[src/rtl/prog_clk_divider_if.sv]
// Control/status bundle for prog_clk_divider: ratio programming, mode/start/pause in; tick, clk_out, count out.
// Ports: pause, mode, start, div_value, div_load (driven by master); tick, clk_out, busy, count, cfg_err (driven by slave).
// No flow control: every input is sampled on each rising clk edge, outputs are valid every cycle.
interface prog_clk_divider_if #(
  parameter int WIDTH = 16
);
  logic             pause;
  logic             mode;
  logic             start;
  logic [WIDTH-1:0] div_value;
  logic             div_load;
  logic             tick;
  logic             clk_out;
  logic             busy;
  logic [WIDTH-1:0] count;
  logic             cfg_err;

  modport master (
    output pause, mode, start, div_value, div_load,
    input  tick, clk_out, busy, count, cfg_err
  );

  modport slave (
    input  pause, mode, start, div_value, div_load,
    output tick, clk_out, busy, count, cfg_err
  );
endinterface

[src/rtl/prog_clk_divider.sv]
// Programmable clock divider / tick generator with continuous and one-shot modes.
// Latency: tick, clk_out, count and cfg_err are registered (one cycle after the deciding edge); busy is combinational.
// No backpressure; pause freezes the counter, ratio loads while busy wait for the next terminal count.
// Ports: clk, reset (async, active high); bus (slave modport) carries control inputs and status outputs.
module prog_clk_divider #(
  parameter int WIDTH       = 16,
  parameter int DEFAULT_DIV = 10
) (
  input logic               clk,
  input logic               reset,
  prog_clk_divider_if.slave bus
);

  localparam logic [WIDTH-1:0] DIV_RST = WIDTH'(DEFAULT_DIV);

  logic [WIDTH-1:0] count_q;
  logic [WIDTH-1:0] count_d;
  logic [WIDTH-1:0] div_active;
  logic [WIDTH-1:0] div_pend;
  logic             pend_valid;
  logic             running;
  logic             tick_q;
  logic             clk_out_q;
  logic             cfg_err_q;

  logic             busy;
  logic             en;
  logic             term;
  logic             load_ok;
  logic             load_zero;
  logic [WIDTH:0]   half_div;

  // Continuous mode is always busy; one-shot is busy only while a run is in flight.
  assign busy      = running | ~bus.mode;
  assign en        = busy & ~bus.pause;
  assign term      = (count_q == div_active - WIDTH'(1));
  assign load_zero = bus.div_load & (bus.div_value == '0);
  assign load_ok   = bus.div_load & (bus.div_value != '0);

  // ceil(N/2), one bit wider so N = 2^WIDTH-1 does not overflow.
  assign half_div  = ({1'b0, div_active} + (WIDTH+1)'(1)) >> 1;

  always_comb begin
    count_d = count_q;
    if (en & term) begin
      count_d = '0;
    end else if (en) begin
      count_d = count_q + WIDTH'(1);
    end
  end

  always_ff @(posedge clk or posedge reset) begin
    if (reset) begin
      count_q    <= '0;
      tick_q     <= 1'b0;
      clk_out_q  <= 1'b0;
      cfg_err_q  <= 1'b0;
      running    <= 1'b0;
      div_active <= DIV_RST;
      div_pend   <= DIV_RST;
      pend_valid <= 1'b0;
    end else begin
      count_q   <= count_d;
      tick_q    <= en & term;
      cfg_err_q <= load_zero;

      // Waveform is derived from the count it will show next, so it lines up with count.
      if (en) begin
        clk_out_q <= ({1'b0, count_d} < half_div);
      end

      // Pending ratio takes effect only at a period boundary, so periods are never truncated.
      if (en & term & pend_valid) begin
        div_active <= div_pend;
        pend_valid <= 1'b0;
      end

      // Keeping running set in continuous mode lets a 0->1 mode switch finish the current period.
      if (!bus.mode) begin
        running <= 1'b1;
      end else if (en & term) begin
        running <= 1'b0;
      end

      // Placed after the terminal swap: a load on the terminal edge becomes the next pending value.
      if (load_ok) begin
        if (busy) begin
          div_pend   <= bus.div_value;
          pend_valid <= 1'b1;
        end else begin
          div_active <= bus.div_value;
        end
      end

      // Start is only honoured while idle, so en is low here and nothing else moves count.
      if (bus.mode & ~running & bus.start) begin
        running <= 1'b1;
        count_q <= '0;
      end
    end
  end

  assign bus.tick    = tick_q;
  assign bus.clk_out = clk_out_q;
  assign bus.busy    = busy;
  assign bus.count   = count_q;
  assign bus.cfg_err = cfg_err_q;

endmodule

[src/flat_wrapper.sv]
// flat-port wrapper written by rule: the top's interface ports become plain ports
module prog_clk_divider_flat 
#(
  parameter int WIDTH       = 16,
  parameter int DEFAULT_DIV = 10
)
  (clk, reset, bus_pause, bus_mode, bus_start, bus_div_value, bus_div_load, bus_tick, bus_clk_out, bus_busy, bus_count, bus_cfg_err);
  prog_clk_divider_if #(.WIDTH(WIDTH)) bus_i ();
  input logic clk;
  input logic reset;
  input wire logic [$bits(bus_i.pause)-1:0] bus_pause;
  input wire logic [$bits(bus_i.mode)-1:0] bus_mode;
  input wire logic [$bits(bus_i.start)-1:0] bus_start;
  input wire logic [$bits(bus_i.div_value)-1:0] bus_div_value;
  input wire logic [$bits(bus_i.div_load)-1:0] bus_div_load;
  output wire logic [$bits(bus_i.tick)-1:0] bus_tick;
  output wire logic [$bits(bus_i.clk_out)-1:0] bus_clk_out;
  output wire logic [$bits(bus_i.busy)-1:0] bus_busy;
  output wire logic [$bits(bus_i.count)-1:0] bus_count;
  output wire logic [$bits(bus_i.cfg_err)-1:0] bus_cfg_err;
  assign bus_i.pause = bus_pause;
  assign bus_i.mode = bus_mode;
  assign bus_i.start = bus_start;
  assign bus_i.div_value = bus_div_value;
  assign bus_i.div_load = bus_div_load;
  assign bus_tick = bus_i.tick;
  assign bus_clk_out = bus_i.clk_out;
  assign bus_busy = bus_i.busy;
  assign bus_count = bus_i.count;
  assign bus_cfg_err = bus_i.cfg_err;
  prog_clk_divider #(.WIDTH(WIDTH), .DEFAULT_DIV(DEFAULT_DIV)) u_core (.clk(clk), .reset(reset), .bus(bus_i));
endmodule
[config.mk]
export PLATFORM = sky130hd
export DESIGN_NAME = prog_clk_divider_flat
export DESIGN_NICKNAME = d
export VERILOG_FILES = /design/src/rtl/prog_clk_divider_if.sv /design/src/rtl/prog_clk_divider.sv /design/src/flat_wrapper.sv
export SDC_FILE = /design/constraint.sdc
export NUM_CORES = 1
export LEC_CHECK = 0
export ABC_AREA = 0
export ABC_CLOCK_PERIOD_IN_PS = 3650
export BUFFER_PORTS_ARGS = -buffer_cell sky130_fd_sc_hd__buf_2
export CAP_MARGIN = 15
export CORE_MARGIN = 3
export CORE_UTILIZATION = 43
export DETAILED_ROUTE_END_ITERATION = 7
export PLACE_DENSITY = 0.72
export SLEW_MARGIN = 5
export SYNTH_ARGS = -nofsm -noshare
export SYNTH_HDL_FRONTEND = slang
export SYNTH_SLANG_ARGS = --single-unit
[constraint.sdc]
create_clock -name clk -period 3.65 [get_ports clk]
set_input_delay 0.73 -clock clk [delete_from_list [all_inputs] [get_ports clk]]
set_output_delay 0.73 -clock clk [all_outputs]
set_load 0.05 [all_outputs]
==> results of run 1 <==
==> cell usage in the layout (no fill, tap or decap), drive strengths merged, types with 5 or more instances in the layout <==
cell type,synthesis,routed
nor2,50,50
ha,18,18
clkbuf,25,5
xnor2,20,20
dfrtp,49,49
mux2,16,16
nor4,9,9
xor2,26,26
nor2b,20,20
a21o,5,5
nand3,12,12
a221o,14,14
and4,4,5
nand2,40,40
a21oi,23,23
inv,10,11
nor3,8,8
nand4,9,9
o21ai,15,15
and3,7,7
buf,9,66
==> path summary, 6_finish.rpt <==
check | cells after the start | end
worst min-delay path | 2 | u_core.div_active[15]
max in group asynchronous | 3 | u_core.div_active[3]
min in group clk | 1 | u_core.div_pend[5]
worst min register to register | 1 | u_core.div_pend[5]
worst max register to register | 14 | u_core.bus.clk_out
worst max-delay path | 14 | u_core.bus.clk_out
==> area by class of cell <==
class                   count  area [sq um]  area share (%)
clock inverters             3          25.0           0.578
inverters                  10          37.5           0.868
clock buffers               5          68.8            1.59
multi-input cells         335          2320            53.7
repair buffers             66           409            9.46
flip-flops and latches     53          1330            30.8
well taps                 105           131            3.04
==> where the power goes <==
group          switching [W]  internal, W
Sequential          0.000263     0.000726
Clock               0.000214     0.000139
Combinational       0.000875     0.000724
==> cell families (layout without fill, tap and decap cells) <==
| kind of cell | Yosys count | after routing |
|---|---|---|
| AOI/OAI and AO/OA | 80 | 80 |
| muxes | 16 | 16 |
| adders and majority gates | 18 | 18 |
| DFF | 53 | 53 |
| buffers and inverters | 44 | 84 |
| and+or+nand+nor | 174 | 175 |
| xor gates and xnor gates | 46 | 46 |
==> per-stage QoR <==
step / setup TNS [ns] / instances / total power (W) / util [%] / cell area, sq um
finish: -0.0387 / 577 / 0.00294 / 51.6 / 4330
global placement: 0 / 557 / 0.00233 / 48.5 / 4060
detailed placement: -0.0220 / 557 / 0.00238 / 48.5 / 4060
global route: -0.119 / 577 / 0.00315 / 51.6 / 4330
floorplan: 0 / 431 / 0.00204 / - / 3790
CTS: 0 / 565 / 0.00274 / 49.6 / 4160
==> sequential cells by signal, indices dropped and copies added (netlist names) <==
register	cells
u_core.bus.clk_out	1
u_core.bus.tick	1
u_core.pend_valid	1
u_core.div_pend	16
u_core.div_active	16
u_core.running	1
u_core.bus.cfg_err	1
u_core.bus.count	16
==> metal layers <==
| metal | wire [um] | up-vias | share of wire [%] | global-route usage, % |
|---|---|---|---|---|
| met5 | 0 | - | 0 | 0 |
| met4 | 129 | 0 | 1.4 | 4.10 |
| met3 | 596 | 12 | 6.4 | 3.20 |
| met2 | 4410 | 106 | 48 | 30.5 |
| met1 | 4140 | 1605 | 45 | 25.9 |
| li1 | - | 1611 | - | - |
==> critical path: stages, from the launching register on <==
cell       delay [ns]
dfrtp_1          0.41
or4_4            0.54
or3_4            0.41
o21bai_4         0.19
a2111oi_4        0.38
and4_4           0.32
buf_4            0.12
buf_6            0.12
nor2_1           0.06
ha_1             0.31
a21oi_1          0.13
nor2b_1          0.05
o21ai_0          0.16
o21ai_1          0.12
o41ai_2          0.25
==> timing repair <==
| item | CTS | global route |
|---|---|---|
| endpoints found under the setup margin | 0 | 1 |
| resized for setup | 0 | 18 |
| hold buffers | 0 | 0 |
| setup buffers | 0 | 10 |
==> metrics.md, run 1 <==
| Metric | Value |
|---|---|
| Outcome | complete, but fails checks |
| Failing checks | setup timing |
| Post-synth ARST share | 100% |
| Filler cell count | between 700 and 800 |
| Worst VDD drop | between 300 and 400 uV |
| Final hold viol count | 0 |
| Synth Area in Simple Gates | between 20 and 25% |
| Ports | between 40 and 50 |
| Number of flops mapped to enable cells by yosys | 0 |
| Number of port buffers | between 40 and 50 |
| Startpoint types | flop |
| DRC errors left | 0 |
| CP required | roughly 3.9 ns |
| Clock sinks | 53 |
| Crit. Startpoint | u_core.div_active[2] |
| Critical R2R Launch | u_core.div_active[2] |
| Row count | 33 |
| Layout cell share with drive strength beyond 1 | roughly a quarter |
| Area leader, netlist | dfrtp_1 |
| Initial core utilization | a little under half |
| Number of global-route vias before repair | 3135 |
| Endpoints failing setup | 1 |
| Clock-pin slew on the worst setup and hold paths | roughly 0.1 ns |
| Iteration-0 DRC Markers | slightly above 200 |
| Top cells by instance count after synthesis | nor2_1 (50), dfrtp_1 (49), nand2_1 (40), xor2_1 (26), clkbuf_1 (25) |
| Complex-gate fraction of the synthesized area | between 10% and 20% |
| Skew-Pair Late Insertion Delay | around 0.32 ns |
| Max Cap Viol | 0 |
| CTS tree | yes |
| Syn nets | 471 |
| Routed length per instance | 16.1 um |
| Crit end category | flop |
| Cell Area, Synth | 0.00379 sq mm |
| Final Max Tran Viols | 0 |
| Die H | around 100 um |
| Tmin final | ~3.7 ns |
| P per Cell Area | just under 700 mW/mm^2 |
| Multiplexer share of the synthesized area | roughly 4.8% |
| Synth warnings | 0 |
| Initial antenna violation count | 0 |
| Worst path arrival time | just under 4 ns |
| Detailed-route via count | 3334 |
| Clock Skews | roughly 0.0091 ns |
| Synth-to-layout area growth | 14.2% |
| Tot GR Track Use | between 10% and 20% |
| Leakage power | 1.97 nW |
| Type of the worst setup path | flop to flop |
| Final HPWL DP | slightly below 7 mm |
| Slew @ Worst Pin | between 1 and 1.5 ns |
| Drt pass-1 iters | 4 |
| Largest net degree at the start of global routing | 54 |
| Crit share post-route | 101% |
| Post-synthesis sequential area ratio | a little over a third |
| Routability cong. | roughly 0.98 |
| Die X | about 100 um |
| ANT cells | 0 |
| Count leader, synth | nor2_1 |
| Fmax | about 270 MHz |
| Worst Hold Slack | about 0.39 ns |
| Crit path max fanout | 9 |
| Area contributors post-synth | dfrtp_1 (32%), xor2_1 (6.0%), ha_1 (5.9%) |
| Core area | ~0.0084 sq mm |
| Routed Antenna Nets | 0 |
| Top cell type's share of synthesized area | between 30% and 40% |
| First-pass GRT wire length | roughly 15 mm |
| Routed vias/inst | between 5 and 6 |
| Reg2reg setup slack | -0.04 ns |
| Adder-cell share of the synthesized area | under 10% |
| Gr ovfl total | 0 |
| Flip-flop and latch count after synthesis | 53 |
| Total wire length | around 9.3 mm |
| Slew margin rel. | between 20% and 30% |
| Die Footprint | 0.00997 sq mm |
| Post-route setup slack | -0.0387 ns |
| Syn_area_per_cell | 8.79 sq um |
| Root Driver | clkbuf_8 |
| Primary FF master, synth | dfrtp_1 |
| H-tree depth | 2 |
| Place WS | -0.0220 ns |
| Clock Path Buffers | 2 |
| CTS buffer count | 5 |
| Largest family of logic cells by synthesized area | simple AND/OR/NAND/NOR gates |
| Post-Synth XOR/XNOR Area | 10.6% |
| HP Class | primary input to async pin |
| Post-Syn Instances | about 430 |
| Layout Nets | between 500 and 600 |
| Synth unique cells | 53 |
| RSZ-0062 raised after global routing | yes |
Note: power is estimated with default switching activity, not from simulation.
==> run 2, diff against run 1 <==
--- a/config.mk
+++ b/config.mk
@@ -12,6 +12,7 @@
 export CORE_MARGIN = 3
 export CORE_UTILIZATION = 43
 export DETAILED_ROUTE_END_ITERATION = 7
+export MAX_ROUTING_LAYER = met4
 export PLACE_DENSITY = 0.72
 export SLEW_MARGIN = 5
 export SYNTH_ARGS = -nofsm -noshare
==> run 2 against run 1 <==
Effect of this change: global-route usage is 0.52 points higher; the run still ends with setup timing left; largest power group unchanged; highest routed layer unchanged; design area stayed put; register-to-register slack hardly changed; critical path type unchanged.
==> metrics.md, run 2 (synthesized netlist as in run 1, its figures left out) <==
| Metric | Value |
|---|---|
| Outcome | complete, but fails checks |
| Failing checks | setup timing |
| RSZ-0062 raised after global routing | yes |
| HP Class | primary input to async pin |
| Max Cap Viol | 0 |
| Synth-to-layout area growth | 14.2% |
| Total wire length | 9.32 mm |
| Clock Skews | roughly 0.0084 ns |
| Type of the worst setup path | flop to flop |
| Routability cong. | between 1 and 1.5 |
| Crit share post-route | 101% |
| Detailed-route via count | between 3000 and 4000 |
| Layout Nets | between 500 and 600 |
| Gr ovfl total | 0 |
| R2R cell count | 14 |
| Clock-pin slew on the worst setup and hold paths | about 0.1 ns |
| CP required | 3.86 ns |
| Final HPWL DP | between 6 and 7 mm |
| H-tree depth | 2 |
| Routed Antenna Nets | 0 |
| Clock sinks | between 50 and 60 |
| P per Cell Area | 680 mW/mm^2 |
| Final Max Tran Viols | 0 |
| Layout cell share with drive strength beyond 1 | roughly 24% |
| Skew-Pair Late Insertion Delay | about 0.32 ns |
| Die Footprint | around 0.010 sq mm |
| Post-route setup slack | -0.0482 ns |
| Largest net degree at the start of global routing | 54 |
| Endpoints failing setup | 1 |
| Clock Path Buffers | 2 |
| Dpl cells | 557 |
| Commonest non-fill, non-tap cell in the layout | nor2_1 |
| Ports | 42 |
| Iteration-0 DRC Markers | between 200 and 250 |
| Leakage power | 1.97 nW |
| Fin cells | between 500 and 600 |
| Tmin final | 3.70 ns |
| Fmax | between 200 and 300 MHz |
| DRC errors left | 0 |
| Initial antenna violation count | 0 |
| Number of global-route vias before repair | between 3000 and 4000 |
| First-pass GRT wire length | approximately 15 mm |
| Tot GR Track Use | 19.1% |
| Slew @ Worst Pin | ~1.1 ns |
| Slew margin rel. | 29.9% |
| Fin area | 0.00433 sq mm |
| Worst VDD drop | ~330 uV |
| Die X | around 100 um |
| Die H | 99.9 um |
| Cts hold-fix bufs | 0 |
| Fin util | 51.6% |
| Final hold viol count | 0 |
| Worst path arrival time | around 3.9 ns |
| Area post-placement | about 0.0041 sq mm |
| Root Driver | clkbuf_8 |
| CTS buffer count | 5 |
| Initial core utilization | between 40% and 50% |
| Routed length per instance | between 15 and 20 um |
| Worst Hold Slack | approximately 0.36 ns |
| CTS tree | yes |
| Number of port buffers | 41 |
| Core area | between 0.008 and 0.009 sq mm |
| Routed vias/inst | just under 6 |
| ANT cells | 0 |
| Row count | 33 |
| Crit end category | flop |
| Startpoint types | flop |
| Commonest non-fill, non-tap cells in the layout | nor2_1 (49), dfrtp_1 (48), buf_2 (41), nand2_1 (40), xor2_1 (26) |
| Drt pass-1 iters | 5 |
| Crit path max fanout | 9 |
run 2: layer usage:
layer  up-vias  global-route usage (%)  wire (um)
li1       1613                       -          -
met1      1614                    25.9       4240
met2       113                    30.4       4430
met5         -                       -          0
met4         0                    4.10        120
met3        10                    3.20        523
run 2: what timing repair did:
action                     4_1_cts  5_1_grt
resized for setup                0       18
setup endpoints to repair        0        1
hold endpoints to repair         0        0
setup buffers                    0       10
run 2: layout make-up:
class / instances / area (sq um)
fill: 778 / 4060
multi-input combinational: 335 / 2320
sequential: 53 / 1330
timing repair buffer: 66 / 409
tap: 105 / 131
clock buffer: 5 / 68.8
inverter: 10 / 37.5
clock inverter: 3 / 25.0
run 2: worst paths after layout:
path                       slack [ns]                    end                  from
hold reg to reg                  0.50     u_core.div_pend[5]    u_core.div_pend[5]
min in group clk                 0.50     u_core.div_pend[5]    u_core.div_pend[5]
setup reg to reg                -0.05     u_core.bus.clk_out  u_core.div_active[2]
hold / removal                   0.36  u_core.div_active[15]                 reset
setup / recovery                -0.05     u_core.bus.clk_out  u_core.div_active[2]
max in group asynchronous        2.70   u_core.div_active[3]                 reset
run 2: per-stage QoR:
stage | total power (W) | setup slack [ns] | setup TNS, ns
finish | 0.00294 | -0.0482 | -0.0482
global route | 0.00315 | -0.119 | -0.119
CTS | 0.00274 | 0.00811 | 0
detailed placement | 0.00238 | -0.0220 | -0.0220
global placement | 0.00233 | 0.0270 | 0
floorplan | 0.00204 | 0.0107 | 0
run 2: power breakdown:
group	internal (W)	switching (W)	total, W	leakage (nW)
sequential	0.000726	0.000264	0.000991	0.660
combinational	0.000724	0.000878	0.00160	1.26
clock	0.000139	0.000212	0.000351	0.0447
total	0.00159	0.00135	0.00294	1.97
run 2: worst max-delay path, cell delays in order (launching register included):
cell	delay [ns]
dfrtp_1	0.41
or4_4	0.54
or3_4	0.41
o21bai_4	0.19
a2111oi_4	0.38
and4_4	0.32
buf_4	0.12
buf_6	0.12
nor2_1	0.06
ha_1	0.31
a21oi_1	0.13
nor2b_1	0.05
o21ai_0	0.16
o21ai_1	0.13
o41ai_2	0.25
==> run 3, diff against run 2 <==
--- a/config.mk
+++ b/config.mk
@@ -13,7 +13,6 @@
 export CORE_UTILIZATION = 43
 export DETAILED_ROUTE_END_ITERATION = 7
 export MAX_ROUTING_LAYER = met4
-export PLACE_DENSITY = 0.72
 export SLEW_MARGIN = 5
 export SYNTH_ARGS = -nofsm -noshare
 export SYNTH_HDL_FRONTEND = slang
==> run 3 against run 2 <==
Effect of this change: the flow now finishes without violations; design area increased by 1.6%; count of clock-buffer cells in the layout stayed put; flip-flop and latch count is the same; routed wire length increased by 1.8%; clock skew is 0.0042 ns higher; utilization increased by 0.85 points; worst setup slack improved by 0.069 ns; register-to-register slack improved by 0.07 ns; critical endpoint unchanged.
==> metrics.md, run 3 (synthesized netlist as in run 1, its figures left out) <==
| Metric | Value |
|---|---|
| Outcome | complete, no violations |
| Detailed-route via count | ~3400 |
| Clock sinks | 53 |
| Root Driver | clkbuf_8 |
| Routed length per instance | roughly 16 um |
| Commonest non-fill, non-tap cells in the layout | nor2_1 (49), dfrtp_1 (49), buf_2 (41), nand2_1 (40), buf_4 (30) |
| H-tree depth | 2 |
| Routed Antenna Nets | 0 |
| Worst Hold Slack | 0.492 ns |
| Total wire length | roughly 9.5 mm |
| Worst VDD drop | around 310 uV |
| R2R cell count | 12 |
| Gr ovfl total | 0 |
| Pint | about 0.0017 W |
| Clk pwr share | about 14% |
| HP Class | primary input to async pin |
| Area post-placement | slightly above 0.004 sq mm |
| Critical R2R Launch | u_core.div_active[1] |
| Tmin final | around 3.6 ns |
| Net Sw Frac | ~45% |
| Type of the worst setup path | flop to flop |
| Crit share post-route | between 90% and 100% |
| Number of port buffers | a little over 40 |
| Endpoints failing setup | 0 |
| ANT cells | 0 |
| Fin area | ~0.0044 sq mm |
| Final Max Tran Viols | 0 |
| CTS buffer count | 5 |
| Post-route setup slack | 0.0210 ns |
| Worst path arrival time | slightly below 4 ns |
| Synth-to-layout area growth | 16.1% |
| Ports | 42 |
| Row count | 33 |
| Layout Nets | 517 |
| Iteration-0 DRC Markers | 204 |
| Startpoint types | flop |
| Multi-input gate area | 0.00235 sq mm |
| RSZ-0062 raised after global routing | yes |
| R2R Path End | u_core.bus.clk_out |
| Net Switching | between 0.001 and 0.0015 W |
| Cts hold-fix bufs | 0 |
| CP max stage cell | or4_4 |
| Layout cell share with drive strength beyond 1 | around 26% |
| First-pass GRT wire length | between 15 and 20 mm |
| Combinational Power Share | between 50% and 60% |
| Final HPWL DP | 6.94 mm |
| Sequential share of power | slightly above 30% |
| Die Footprint | ~0.010 sq mm |
| Drt pass-1 iters | 5 |
| Skew-Pair Late Insertion Delay | 0.33 ns |
| Largest net degree at the start of global routing | 33 |
| DRC errors left | 0 |
| Filler cell count | around 800 |
| Die H | between 90 and 100 um |
| Sequential cell area | approximately 0.0013 sq mm |
| Number of global-route vias before repair | around 3100 |
| CP top delay family | simple AND/OR/NAND/NOR gates |
| Clock-pin slew on the worst setup and hold paths | 0.11 ns |
| Core area | between 0.008 and 0.009 sq mm |
| Crit. Startpoint | u_core.div_active[1] |
| Crit path to | u_core.bus.clk_out |
| Critical path cell sequence | or4_4, or3_4, o21bai_4, a2111oi_4, and4_4, buf_4, nor2_1, ha_1, nor2b_1, o21ai_1, o211ai_1, o41ai_2 |
| Slew @ Worst Pin | roughly 1.1 ns |
| Initial core utilization | a little under half |
| Clock Path Buffers | 2 |
| Tot GR Track Use | approximately 19% |
| CP max stage delay | roughly 0.52 ns |
| CP required | around 3.9 ns |
| Final hold viol count | 0 |
| CTS tree | yes |
| Crit path max fanout | 6 |
| Place WS | -0.0661 ns |
| Crit end category | flop |
| Clock Skews | 0.0126 ns |
| Leakage power | around 2.0 nW |
| P per Cell Area | roughly 710 mW/mm^2 |
| Routability cong. | roughly 0.91 |
| Slew margin rel. | between 20% and 30% |
| Initial antenna violation count | 0 |
| Buf+Inv Stages, Crit Path | 1 |
| Routed vias/inst | around 5.8 |
| Max Cap Viol | 0 |
| Die X | 99.9 um |
| Critical Path Stages | 12 |
| Reg2reg setup slack | between 0.02 and 0.025 ns |
| Fmax | 276 MHz |
-- run 3: cell types whose count changed in the layout (fill, tap and decap cells not counted), sizes merged --
cell / delta
buf: +5
bufinv: +1
clkbuf: +1
clkinv: -1
clkinvlp: -1
inv: +1
-- run 3: layer usage --
metal / vias to the layer above / part of all wire, % / track usage [%]
li1: 1622 / - / -
met1: 1630 / 47 / 26.8
met2: 98 / 47 / 30.3
met3: 15 / 4.9 / 2.85
met4: 0 / 1.0 / 3.89
met5: - / 0 / -
-- run 3: how the worst min path moves through the flow --
| stage | to | cells past startpoint |
|---|---|---|
| after floorplan | u_core.div_pend[10] | 1 |
| after global placement | u_core.div_pend[7] | 1 |
| after detailed placement | u_core.div_pend[14] | 1 |
| after CTS | u_core.div_pend[9] | 1 |
| after global routing | u_core.div_pend[9] | 1 |
| final | u_core.div_pend[12] | 2 |
-- run 3: layout make-up --
class / count / area share [%]
clock buffers: 5 / 1.56
clock inverters: 3 / 1.08
inverters: 10 / 0.853
multi-input cells: 335 / 53.3
flip-flops and latches: 53 / 30.3
well taps: 105 / 2.99
repair buffers: 72 / 9.90
-- run 3: power groups by stage --
stage | registers (W) | clock network [W] | logic, W
6_report | 0.000963 | 0.000433 | 0.00171
5_1_grt | 0.000993 | 0.000461 | 0.00185
4_1_cts | 0.000961 | 0.000443 | 0.00147
3_5_place_dp | 0.000973 | 0 | 0.00145
3_3_place_gp | 0.000968 | 0 | 0.00142
2_1_floorplan | 0.000924 | 0 | 0.00112
-- run 3: timing repair --
action	in CTS	in global routing
resized for setup	1	19
pin swaps	1	17
buffers inserted	3	8
gates cloned	0	1
setup endpoints to repair	1	1
-- run 3: per-stage QoR --
stage          util, %  cells  total power, W  TNS (ns)
2_1_floorplan        -    431         0.00204         0
3_3_place_gp      49.0    563         0.00239   -0.0607
3_5_place_dp      49.0    563         0.00243   -0.0661
5_1_grt           52.5    583         0.00330   -0.0824
4_1_cts           50.7    574         0.00287         0
6_report          52.5    583         0.00310         0
